$ cat config.mk
export PLATFORM = sky130hd
export DESIGN_NAME = addsub_serial_flat
export DESIGN_NICKNAME = d
export VERILOG_FILES = /design/src/rtl/addsub_pkg.sv /design/src/rtl/addsub_serial_if.sv /design/src/rtl/fa_slice.sv /design/src/rtl/addsub_serial.sv /design/src/flat_wrapper.sv
export SDC_FILE = /design/constraint.sdc
export NUM_CORES = 1
export LEC_CHECK = 0
export BUFFER_PORTS_ARGS = -buffer_cell sky130_fd_sc_hd__buf_2
export CAP_MARGIN = 20
export CORE_ASPECT_RATIO = 1.1
export CORE_MARGIN = 4
export CORE_UTILIZATION = 59
export CTS_CLUSTER_DIAMETER = 150
export DETAILED_ROUTE_END_ITERATION = 6
export GPL_TIMING_DRIVEN = 0
export PLACE_DENSITY = 0.84
export REMOVE_ABC_BUFFERS = 1
export SLEW_MARGIN = 40
export SYNTH_ARGS = -nofsm -noshare
export SYNTH_HDL_FRONTEND = slang
export SYNTH_SLANG_ARGS = --single-unit
$ cat constraint.sdc
create_clock -name clk -period 4.3 [get_ports clk]
set_clock_uncertainty 0.05 [all_clocks]
set_input_delay 0 -clock clk [delete_from_list [all_inputs] [get_ports clk]]
set_output_delay 0 -clock clk [all_outputs]
set_load 0.01 [all_outputs]
$ cat src/rtl/addsub_pkg.sv
// Shared types and constants for the serial adder/subtractor.
package addsub_pkg;

  typedef enum logic {
    StIdle = 1'b0,
    StRun  = 1'b1
  } state_e;

  localparam int unsigned DefWidth = 8;
  localparam int unsigned DefDigit = 2;

  // Legal parameter pair: non-zero digit that tiles the operand exactly.
  function automatic bit digit_ok(int unsigned width, int unsigned digit);
    return (digit != 0) && (width >= 2) && ((width % digit) == 0);
  endfunction

endpackage

$ cat src/rtl/addsub_serial_if.sv
// Start/done handshake plus operand and result bus of the serial adder.
interface addsub_serial_if #(
  parameter int unsigned WIDTH = addsub_pkg::DefWidth
) ();

  logic             start;
  logic             sub;
  logic [WIDTH-1:0] a;
  logic [WIDTH-1:0] b;
  logic             ready;
  logic             done;
  logic [WIDTH-1:0] sum;
  logic             cout;
  logic             ovf;
  logic             zero;

  modport master (
    output start, sub, a, b,
    input  ready, done, sum, cout, ovf, zero
  );

  modport slave (
    input  start, sub, a, b,
    output ready, done, sum, cout, ovf, zero
  );

endinterface

$ cat src/rtl/fa_slice.sv
// DIGIT-bit ripple chain of full-adder cells; purely combinational.
module fa_slice #(
  parameter int unsigned DIGIT = 2
) (
  input  logic [DIGIT-1:0] x_i,
  input  logic [DIGIT-1:0] y_i,
  input  logic             cin_i,
  output logic [DIGIT-1:0] s_o,
  output logic             cout_o,
  output logic             c_msb_in_o
);

  // Ripple the carry bit by bit; c_msb_in_o is the carry entering the top cell.
  always_comb begin
    logic c;
    c          = cin_i;
    s_o        = '0;
    c_msb_in_o = 1'b0;
    for (int i = 0; i < int'(DIGIT); i++) begin
      if (i == int'(DIGIT) - 1) c_msb_in_o = c;
      s_o[i] = x_i[i] ^ y_i[i] ^ c;
      c      = (x_i[i] & y_i[i]) | (x_i[i] & c) | (y_i[i] & c);
    end
    cout_o = c;
  end

endmodule

$ cat src/rtl/addsub_serial.sv
// Multi-cycle two's-complement adder/subtractor, DIGIT bits per clock.
module addsub_serial
  import addsub_pkg::*;
#(
  parameter int unsigned WIDTH = DefWidth,
  parameter int unsigned DIGIT = DefDigit
) (
  input logic            clk,
  input logic            rst_n,
  addsub_serial_if.slave bus
);

  localparam int unsigned N    = WIDTH / DIGIT;
  localparam int unsigned CntW = $clog2(N) + 1;

  if (!digit_ok(WIDTH, DIGIT)) begin : gen_bad_params
    $error("addsub_serial: DIGIT must be non-zero and divide WIDTH");
  end

  state_e            state_q;
  logic [CntW-1:0]   cnt_q;
  logic [WIDTH-1:0]  a_q;
  logic [WIDTH-1:0]  b_q;
  logic [WIDTH-1:0]  acc_q;
  logic [WIDTH-1:0]  acc_d;
  logic              carry_q;
  logic              last_d;
  logic [WIDTH-1:0]  sum_q;
  logic              cout_q;
  logic              ovf_q;
  logic              zero_q;
  logic              done_q;

  logic [DIGIT-1:0]  fa_s;
  logic              fa_cout;
  logic              fa_c_msb;

  fa_slice #(
    .DIGIT (DIGIT)
  ) u_fa_slice (
    .x_i        (a_q[DIGIT-1:0]),
    .y_i        (b_q[DIGIT-1:0]),
    .cin_i      (carry_q),
    .s_o        (fa_s),
    .cout_o     (fa_cout),
    .c_msb_in_o (fa_c_msb)
  );

  // Partial sum fills from the MSB end, so after N digits the LSB digit sits at bit 0.
  always_comb begin
    acc_d  = (acc_q >> DIGIT) | (WIDTH'(fa_s) << (WIDTH - DIGIT));
    last_d = (cnt_q == CntW'(N - 1));
  end

  // FSM, datapath shift registers and registered result/flags.
  always_ff @(posedge clk or negedge rst_n) begin
    if (!rst_n) begin
      state_q <= StIdle;
      cnt_q   <= '0;
      a_q     <= '0;
      b_q     <= '0;
      acc_q   <= '0;
      carry_q <= 1'b0;
      sum_q   <= '0;
      cout_q  <= 1'b0;
      ovf_q   <= 1'b0;
      zero_q  <= 1'b0;
      done_q  <= 1'b0;
    end else begin
      done_q <= 1'b0;
      case (state_q)
        StIdle: begin
          if (bus.start) begin
            a_q     <= bus.a;
            // Subtract as a + ~b + 1: invert B here, the +1 enters as initial carry.
            b_q     <= bus.b ^ {WIDTH{bus.sub}};
            carry_q <= bus.sub;
            cnt_q   <= '0;
            acc_q   <= '0;
            state_q <= StRun;
          end
        end
        StRun: begin
          a_q     <= a_q >> DIGIT;
          b_q     <= b_q >> DIGIT;
          carry_q <= fa_cout;
          acc_q   <= acc_d;
          cnt_q   <= cnt_q + CntW'(1);
          if (last_d) begin
            state_q <= StIdle;
            sum_q   <= acc_d;
            cout_q  <= fa_cout;
            ovf_q   <= fa_c_msb ^ fa_cout;
            zero_q  <= (acc_d == '0);
            done_q  <= 1'b1;
          end
        end
        default: state_q <= StIdle;
      endcase
    end
  end

  assign bus.ready = (state_q == StIdle);
  assign bus.done  = done_q;
  assign bus.sum   = sum_q;
  assign bus.cout  = cout_q;
  assign bus.ovf   = ovf_q;
  assign bus.zero  = zero_q;

endmodule

$ cat src/flat_wrapper.sv
// flat-port wrapper written by rule: the top's interface ports become plain ports
module addsub_serial_flat import addsub_pkg::*;
#(
  parameter int unsigned WIDTH = DefWidth,
  parameter int unsigned DIGIT = DefDigit
)
  (clk, rst_n, bus_start, bus_sub, bus_a, bus_b, bus_ready, bus_done, bus_sum, bus_cout, bus_ovf, bus_zero);
  addsub_serial_if #(.WIDTH(WIDTH)) bus_i ();
  input logic clk;
  input logic rst_n;
  input wire logic [$bits(bus_i.start)-1:0] bus_start;
  input wire logic [$bits(bus_i.sub)-1:0] bus_sub;
  input wire logic [$bits(bus_i.a)-1:0] bus_a;
  input wire logic [$bits(bus_i.b)-1:0] bus_b;
  output wire logic [$bits(bus_i.ready)-1:0] bus_ready;
  output wire logic [$bits(bus_i.done)-1:0] bus_done;
  output wire logic [$bits(bus_i.sum)-1:0] bus_sum;
  output wire logic [$bits(bus_i.cout)-1:0] bus_cout;
  output wire logic [$bits(bus_i.ovf)-1:0] bus_ovf;
  output wire logic [$bits(bus_i.zero)-1:0] bus_zero;
  assign bus_i.start = bus_start;
  assign bus_i.sub = bus_sub;
  assign bus_i.a = bus_a;
  assign bus_i.b = bus_b;
  assign bus_ready = bus_i.ready;
  assign bus_done = bus_i.done;
  assign bus_sum = bus_i.sum;
  assign bus_cout = bus_i.cout;
  assign bus_ovf = bus_i.ovf;
  assign bus_zero = bus_i.zero;
  addsub_serial #(.WIDTH(WIDTH), .DIGIT(DIGIT)) u_core (.clk(clk), .rst_n(rst_n), .bus(bus_i));
endmodule
# [Word-level counts from Yosys, hierarchy flattened]
# Cells that the tools add are included.
[totals] in_bits=20 register_bits=41
[op_classes] add_sub_neg=1 eq_ne=2 bitwise_logic=18 muxes=15 reduce_logical=2
[op_table] cell="case mux 8 bit (2 select lines)" n=3
[op_table] cell="2-to-1 mux 8 bit" n=3
[op_table] cell="zero test 8 bit" n=1
[op_table] cell="bitwise OR 6 x 8 -> 8 bit" n=1
[op_table] cell="bitwise XOR 8 bit" n=1
[op_table] cell="AND 1 bit" n=6
[op_table] cell="case mux 3 bit (2 select lines)" n=1
[op_table] cell="2-to-1 mux 1 bit" n=5
[op_table] cell="bitwise XOR 1 bit" n=5
[op_table] cell="bitwise OR 1 bit" n=4
[op_table] cell="case mux 1 bit (2 select lines)" n=2
[op_table] cell="adder 3 x 1 -> 3 bit (second input constant)" n=1
[op_table] cell="== test 3 x 2 -> 1 bit (second input constant)" n=1
[op_table] cell="2-to-1 mux 3 bit" n=1
[op_table] cell="!= test 2 bit (second input constant)" n=1
[op_table] cell="AND reduction 2 bit" n=1
[op_table] cell="NOT 1 bit" n=1

# [Logic depth before layout (Yosys ltp)]
# Gate-level depths: netlist (run 1).
[depth] word_depth=7 mapped_depth=6

# [Cells and area by module]
# A second synthesis (run 1) with hierarchy kept.
[unflattened] cells_unflattened=157 hier_area_um2=1785.5
[by_module_without_submodules] mod="addsub_serial" seq_area_each_um2=975.9 area_per_inst_um2=1711.6 cells_each=146 instances=1
[by_module_without_submodules] mod="fa_slice" seq_area_each_um2=0.0 area_per_inst_um2=73.8 cells_each=11 instances=1

# [Worst setup path after synthesis (run 1)]
# OpenSTA, ideal clock, no wires.
[synth_timing] path_kind="register to register" from="reg u_core.carry_q" to="reg u_core.zero_q (netlist: u_core.bus.zero)" path_stages_with_launch=6 path_slack_ns=2.641 arrival_time_ns=1.533 cell_sequence="dfrtp_1 inv_1 fa_1 fa_1 nand4_1 o21ai_1"
[synth_via] elab_chain_cells=6 elab_cells_between_ends=8 classes_between="7 x bitwise; 1 x reduce/logical"
[synth_lines] item="from (decl)" line_no="addsub_serial.sv:26" source="logic carry_q;"
[synth_lines] item="from (signal assigned)" line_no="addsub_serial.sv:77" source="carry_q <= bus.sub;"
[synth_lines] item="from (signal assigned)" line_no="addsub_serial.sv:86" source="carry_q <= fa_cout;"
[synth_lines] item="AND 1 bit" line_no="fa_slice.sv:22" source="c = (x_i[i] & y_i[i]) | (x_i[i] & c) | (y_i[i] & c);"
[synth_lines] item="bitwise OR 1 bit (2 in a row)" line_no="fa_slice.sv:22"
[synth_lines] item="bitwise XOR 1 bit" line_no="fa_slice.sv:21" source="s_o[i] = x_i[i] ^ y_i[i] ^ c;"
[synth_lines] item="bitwise OR 6 x 8 -> 8 bit *" line_no="addsub_serial.sv:51" source="acc_d = (acc_q >> DIGIT) | (WIDTH'(fa_s) << (WIDTH - DIGIT));"
[synth_lines] item="zero test 8 bit *" line_no="addsub_serial.sv:94" source="zero_q <= (acc_d == '0);"
[synth_lines] item="to (signal assigned)" line_no="addsub_serial.sv:94"
[synth_lines] item="to (decl)" line_no="addsub_serial.sv:31" source="logic zero_q;"
# Mark *: on every way between the ends. The rest lies on a longest branch, timed or not.
# A chain may end at the register's enable or synchronous reset.

# [Final worst setup path (run 1)]
[layout_timing] from="reg u_core.carry_q" to="reg u_core.ovf_q (netlist: u_core.bus.ovf)"
[layout_via] elab_chain_cells=7 elab_cells_between_ends=9 classes_between="9 x bitwise"
[layout_lines] item="AND 1 bit" line_no="fa_slice.sv:22"
[layout_lines] item="bitwise OR 1 bit" line_no="fa_slice.sv:22"
[layout_lines] item="bitwise OR 1 bit *" line_no="fa_slice.sv:22"
[layout_lines] item="AND 1 bit" line_no="fa_slice.sv:22"
[layout_lines] item="bitwise OR 1 bit (2 in a row)" line_no="fa_slice.sv:22"
[layout_lines] item="bitwise XOR 1 bit *" line_no="addsub_serial.sv:93" source="ovf_q <= fa_c_msb ^ fa_cout;"
[layout_lines] item="to (signal assigned)" line_no="addsub_serial.sv:93"
[layout_lines] item="to (decl)" line_no="addsub_serial.sv:30" source="logic ovf_q;"
# Marks and branches as above.

==> results of run 1 <==
per-layer routing:
| metal | track usage, % | vias to the layer above | share of wire (%) |
|---|---|---|---|
| met5 | 0 | - | 0 |
| met4 | 8.67 | 0 | 2.7 |
| met3 | 6.25 | 10 | 5.8 |
| met2 | 31.8 | 39 | 50 |
| met1 | 22.7 | 606 | 41 |
| li1 | - | 620 | - |
layout make-up:
class | instances | area (µm²)
Timing Repair Buffer | 49 | 333
Multi-Input combinational cell | 99 | 707
Tap cell | 33 | 41.3
Inverter | 9 | 33.8
Clock buffer | 7 | 45.0
Clock inverter | 1 | 5.00
Sequential cell | 39 | 977
Fill cell | 209 | 711
worst max-delay path, stage by stage, from the launching register on:
cell and delay, ps:
dfrtp_1 340, inv_1 60, fa_1 480, fa_1 450
xnor2_1 220, o21ai_1 80
what timing repair did:
action                                 in CTS  in global routing
hold buffers                               17                  0
endpoints found under the hold margin      55                  0
setup buffers                               0                  0
placed cells by master, fill, tap and decap left out:
cell and count:
o22ai_1 2, dfrtp_1 38, mux2_4 6, o21ai_0 6
ha_1 2, inv_2 1, a21oi_1 1, a22o_1 3
inv_1 8, mux2i_1 14, nor2_1 7, dlygate4sd3_1 17
clkbuf_1 2, xnor2_1 3, fa_1 2, nand3_1 1
nand4_1 1, dfrtp_2 1, buf_4 1, nand2_1 25
nor4_1 1, nand2_4 1, o21ai_1 15, clkinv_2 1
o211a_1 1, buf_2 31, xor2_1 6, a211oi_2 2
clkbuf_4 5
stage by stage:
stage               total power, W  utilization, %  hold WS, ps  instance area [µm²]  setup slack (ps)
global route               0.00138            75.1         89.6                 2140              2430
global placement           0.00106            67.2         81.1                 1920              2360
finish                     0.00127            75.1         70.2                 2140              2500
floorplan                 0.000934               -         -346                 1720              2610
detailed placement         0.00110            67.3         96.2                 1920              2510
CTS                        0.00128            75.0         69.2                 2140              2490
flip-flops by register name (all words and copies together), names as in the netlist:
signal and flops:
u_core.bus.sum 8, u_core.acc_q 6, u_core.carry_q 1, u_core.a_q 8
u_core.b_q 8, u_core.bus.cout 1, u_core.bus.zero 1, u_core.bus.ovf 1
u_core.state_q 1, u_core.cnt_q 3, u_core.bus.done 1
cells by family after synthesis:
logic type / count (synthesis) / synth area share (%)
buffers and inverters: 19 / 7.50
AOI/OAI and AO/OA: 30 / 10.1
muxes: 20 / 12.7
DFF: 39 / 53.6
xor gates and xnor gates: 9 / 4.33
and+or+nand+nor: 36 / 8.18
adders and majority gates: 4 / 3.58
power by group through the flow:
stage	Clock (W)	Sequential, W	Combinational [W]
finish	0.000175	0.000637	0.000457
global route	0.000197	0.000665	0.000522
CTS	0.000180	0.000638	0.000465
detailed placement	0	0.000647	0.000452
global placement	0	0.000635	0.000427
floorplan	0	0.000637	0.000296
path summary, 6_finish.rpt:
kind | startpoint | to | slack, ps | depth (start not counted)
setup / recovery | u_core.carry_q | u_core.bus.ovf | 2500 | 5
min in group asynchronous | rst_n | u_core.bus.ovf | 90 | 2
hold reg to reg | u_core.bus.sum[7] | u_core.bus.sum[7] | 450 | 2
setup reg to reg | u_core.carry_q | u_core.bus.ovf | 2500 | 5
hold / removal | bus_sub | u_core.carry_q | 70 | 4
max in group asynchronous | rst_n | u_core.state_q | 3750 | 2
==> reports/metrics.cfg, run 1 <==
[floorplanning]
rows = 20
dieArea_um2 = 4040
dieWidth_um = 60.9
ios = 33
start_util_pct = 63.8
dieHeight_um = 66.2
coreArea_um2 = 2850

[route]
final_antenna_net_count = 0
avgRoutedWirePerCell_um = 13.6
vias = 1275
wirelength_mm = 3.24
firstDrtPassIters = 4
drc = 0
initialDrtViolationCount = 50
vias_per_cell = 5.38

[global_routing]
grt_pass1_vias = 1282
antenna_found_initial = 0
grt_max_degree = 40
grt_pass1_wl_mm = 5.70
grtUsageTotal_pct = 19.4
overflow = 0

[clock_network]
cts.clk_slew.worst_paths_ps = 110
worstSkewPairLatency_ps = 340
cts_tree = done
ctsLongestPathBuffers = 2
clock_sinks = 39
clockRootBuffer = clkbuf_4
cts_inserted_buffers = 5
h-tree-depth = 2
cts_resized = 0

[layout]
drive_gt1_share_pct = 24.0
nets = 227
n_antenna_cell = 0
finalNonFillerCells = 237
area_delta_synth_final_pct = 17.7

[placed_design]
dp_hpwl_mm = 2.11
gp_congestion = 0.770
dp_cells = 212
port_buffers = 32

[yosys]
yosys.area.top_type = dfrtp_1
synth_edf_count = 0
synthArstFlopShare_pct = 100
synth_top_area_share_pct = 53.6
yosysWarnings = 0
yosys_register_bits = 39
syn_area_per_cell_um2 = 11.6
synth_common_cells = dfrtp_1 (39), nand2_1 (25), o21ai_1 (15)
syn_area_um2 = 1820
ys_seq_area_share_pct = 53.6
synthFlopType = dfrtp_1
syn_inst = 157
synth_cell_types = 26
synth.area.top_cells = dfrtp_1 (54%), mux2i_1 (7.7%), nand2_1 (5.2%)
yosysMostFrequentCell = dfrtp_1

[flow_run]
maxCapViolations = 0

[worst_setup_path]
cp.arrival_ps = 1980
critical_path_class = register to register
critPathCaptureType = register
required_ps = 4480
critPathMaxFanout = 3
start_kind = register

[sta]
slew_headroom_pct = 57.6
post-route-min-period_ps = 1800
max_freq_ghz = 0.555
rsz0062_at_grt = no
fin_tns_setup_ps = 0
hold_viol = 0
finalSetupViolations = 0
worst_pin_slew_ps = 637
slew_viol_final = 0
min_period_over_period_pct = 41.9

[power]
p_clk_share_pct = 13.8
ir_drop_mv = 0.555
powerDensity_nw_per_um2 = 593
net-switching-power_w = 0.000465
swShare_pct = 36.6
p_seq_share_pct = 50.2
intPower_w = 0.000805
leakagePower_nw = 1.08
p_comb_share_pct = 36.0

[hold_path]
hp-class = input pin to register

[outcome]
run_status = complete, no violations

Note: power is estimated with default switching activity, not from simulation.
==> inputs of run 2 (changes only) <==
Settings changed: ABC_AREA set to 1, CORE_UTILIZATION 59 to 49, PLACE_DENSITY 0.84 to 0.74.
Clock period 4.3 ns to 1.6 ns, I/O delays scaled along.
==> run 2 against run 1 <==
The flow now finishes with violations (setup timing). Count of clock-buffer cells in the layout down 1. Wire length rose by 13%. Synthesized cell count grew 32%. Largest cell class unchanged.
==> reports/metrics.cfg, run 2 <==
[clock_network]
clockRootBuffer = clkbuf_8  ; was clkbuf_4
cts.clk_slew.worst_paths_ps = 70  ; was 110 ps
worstSkewPairLatency_ps = 280  ; was 340 ps
ctsLongestPathBuffers = 2  ; unchanged
cts_inserted_buffers = 5  ; unchanged
h-tree-depth = 2  ; unchanged
clock_sinks = 39  ; unchanged
cts_tree = done  ; unchanged

[hold_path]
min_path_cells = 5  ; was 4
hp-start = bus_b[5]  ; was bus_sub
hp-class = input pin to register  ; unchanged
min_to = u_core.b_q[5]  ; was u_core.carry_q

[yosys]
synth_edf_count = 0  ; unchanged
syn_inst = 207  ; was 157
synth_common_cells = nand2_1 (63), dfrtp_1 (39), inv_1 (22)  ; was dfrtp_1 (39), nand2_1 (25), o21ai_1 (15)
yosysWarnings = 0  ; unchanged
synth_cell_types = 20  ; was 26
yosys_register_bits = 39  ; unchanged
synth_top_area_share_pct = 53.4  ; was 53.6%
synth.area.top_cells = dfrtp_1 (53%), nand2_1 (13%), inv_1 (4.5%)  ; was dfrtp_1 (54%), mux2i_1 (7.7%), nand2_1 (5.2%)
syn_area_um2 = 1830  ; was 1820 µm²
syn_area_per_cell_um2 = 8.84  ; was 11.6 µm²
synthArstFlopShare_pct = 100  ; unchanged
ys_seq_area_share_pct = 53.4  ; was 53.6%
yosys.area.top_type = dfrtp_1  ; unchanged
synthFlopType = dfrtp_1  ; unchanged
yosysMostFrequentCell = nand2_1  ; was dfrtp_1

[global_routing]
antenna_found_initial = 0  ; unchanged
grt_use_met1_pct = 22.4  ; was 22.7%
busiest_layer = met2  ; unchanged
grt_max_degree = 40  ; unchanged
use_met3_pct = 4.33  ; was 6.25%
grt_pass1_wl_mm = 6.21  ; was 5.70 mm
use_met2_pct = 27.3  ; was 31.8%
overflow = 0  ; unchanged
grtUsageTotal_pct = 17.0  ; was 19.4%
grt_pass1_vias = 1423  ; was 1,282

[floorplanning]
start_util_pct = 50.4  ; was 63.8%
dieArea_um2 = 4780  ; was 4040 µm²
ios = 33  ; unchanged
dieHeight_um = 72.1  ; was 66.2 µm
coreArea_um2 = 3630  ; was 2850 µm²
dieWidth_um = 66.3  ; was 60.9 µm
rows = 23  ; was 20

[placed_design]
dp_hpwl_mm = 2.14  ; was 2.11 mm
dpl-instance-area_um2 = 1970  ; was 1920 µm²
gp_congestion = 0.724  ; was 0.770
dp_cells = 279  ; was 212
port_buffers = 32  ; unchanged

[sta]
post-route-min-period_ps = 1760  ; was 1800 ps
rsz0062_at_grt = yes  ; was no
worst_slack_ps = -161  ; was 2500 ps
slew_viol_final = 0  ; unchanged
finalSetupViolations = 4  ; was 0
hold_ws_ps = 4.43  ; was 70.2 ps
min_period_over_period_pct = 110  ; was 41.9%
slew_headroom_pct = 62.1  ; was 57.6%
worst_pin_slew_ps = 568  ; was 637 ps
hold_viol = 0  ; unchanged
max_freq_ghz = 0.568  ; was 0.555 GHz

[worst_setup_path]
cp.arrival_ps = 1910  ; was 1980 ps
start_kind = register  ; unchanged
r2r_slack_ps = -160  ; was 2500 ps
r2r-end = u_core.acc_q[7]  ; was u_core.bus.ovf
critPathMaxFanout = 2  ; was 3
required_ps = 1750  ; was 4480 ps
timing.rr.start = u_core.a_q[0]  ; was u_core.carry_q
r2r_cells = 5  ; unchanged
critical_path_class = register to register  ; unchanged
critPathCaptureType = register  ; unchanged

[route]
final_antenna_net_count = 0  ; unchanged
initialDrtViolationCount = 137  ; was 50
vias = 1464  ; was 1,275
vias_per_cell = 4.78  ; was 5.38
wirelength_mm = 3.64  ; was 3.24 mm
avgRoutedWirePerCell_um = 11.9  ; was 13.6 µm
firstDrtPassIters = 4  ; unchanged
drc = 0  ; unchanged

[power]
ir_drop_mv = 0.983  ; was 0.555 mV
leakagePower_nw = 1.17  ; was 1.08 nW
powerDensity_nw_per_um2 = 1890  ; was 593 nW/µm²

[outcome]
violations = setup timing
run_status = finished, violations left  ; was complete, no violations

[layout]
final_cell_area_um2 = 2290  ; was 2140 µm²
mostFrequentLayoutCells = nand2_1 (63), dfrtp_1 (39), buf_2 (31), inv_1 (20), nor2_1 (17)  ; was dfrtp_1 (38), buf_2 (31), nand2_1 (25), dlygate4sd3_1 (17), o21ai_1 (15)
nets = 279  ; was 227
area_delta_synth_final_pct = 25.0  ; was 17.7%
final_common_cell = nand2_1  ; was dfrtp_1
drive_gt1_share_pct = 23.8  ; was 24.0%
n_antenna_cell = 0  ; unchanged
finalNonFillerCells = 306  ; was 237

[flow_run]
maxCapViolations = 0  ; unchanged

[run 2: how the worst max path moves through the flow]
stage / from / to / slack (ps) / cells after the start
6_report: u_core.a_q[0] / u_core.acc_q[7] / -160 / 5
5_1_grt: u_core.a_q[0] / u_core.bus.zero / -240 / 7
4_1_cts: u_core.a_q[0] / u_core.bus.zero / -180 / 7
3_5_place_dp: u_core.carry_q / u_core.bus.zero / -230 / 7
3_3_place_gp: u_core.state_q / u_core.a_q[1] / -530 / 4
2_1_floorplan: u_core.state_q / u_core.a_q[0] / -140 / 4
[run 2: what timing repair did]
| item | in CTS | in global routing |
|---|---|---|
| endpoints found under the setup margin | 19 | 15 |
| resized for setup | 4 | 4 |
| pin swaps | 6 | 3 |
| hold buffers | 14 | 0 |
| setup buffers | 3 | 1 |
| hold endpoints to repair | 51 | 0 |
| gates cloned | 0 | 1 |
[run 2: routing by layer]
layer	routed length, µm	vias up	part of all wire (%)
met4	42	0	1.2
met2	1860	35	51
met5	0	-	0
met3	163	4	4.5
li1	-	745	-
met1	1580	680	43
[run 2: kinds of logic (layout without fill, tap and decap cells)]
group | count (synthesis) | in the layout | synth area share, %
AO/OA/AOI/OAI | 29 | 29 | 9.99
adder cells (fa/ha/maj) | 4 | 4 | 3.56
XOR/XNOR | 3 | 3 | 1.44
flip-flops | 39 | 39 | 53.4
AND/OR/NAND/NOR | 99 | 100 | 22.5
buffers and inverters | 33 | 81 | 9.16
[run 2: power breakdown]
part	internal (W)	leakage [nW]	switching [W]
combinational	0.000811	0.620	0.00101
clock	0.000504	0.0612	0.000331
sequential	0.00141	0.494	0.000253
[run 2: final cells by class]
cell class,count,area [µm²]
fillers,322,1340
flip-flops and latches,39,976
multi-input cells,136,706
repair buffers,50,333
inverters,23,91.3
clock buffers,6,82.6
well taps,50,62.6
clock inverters,2,35.0
[run 2: critical path, stage by stage, from the launching register on]
cell	delay (ps)
dfrtp_1	380
inv_2	60
fa_2	390
fa_1	480
buf_4	170
o22ai_2	150
[run 2: stage by stage]
stage / setup WS (ps) / utilization (%) / total power, W / setup TNS, ps
3_5_place_dp: -227 / 54.4 / 0.00327 / -1450
3_3_place_gp: -527 / 54.3 / 0.00321 / -7670
5_1_grt: -243 / 63.0 / 0.00470 / -1450
2_1_floorplan: -139 / - / 0.00280 / -1120
4_1_cts: -175 / 62.5 / 0.00429 / -580
6_report: -161 / 63.0 / 0.00432 / -525
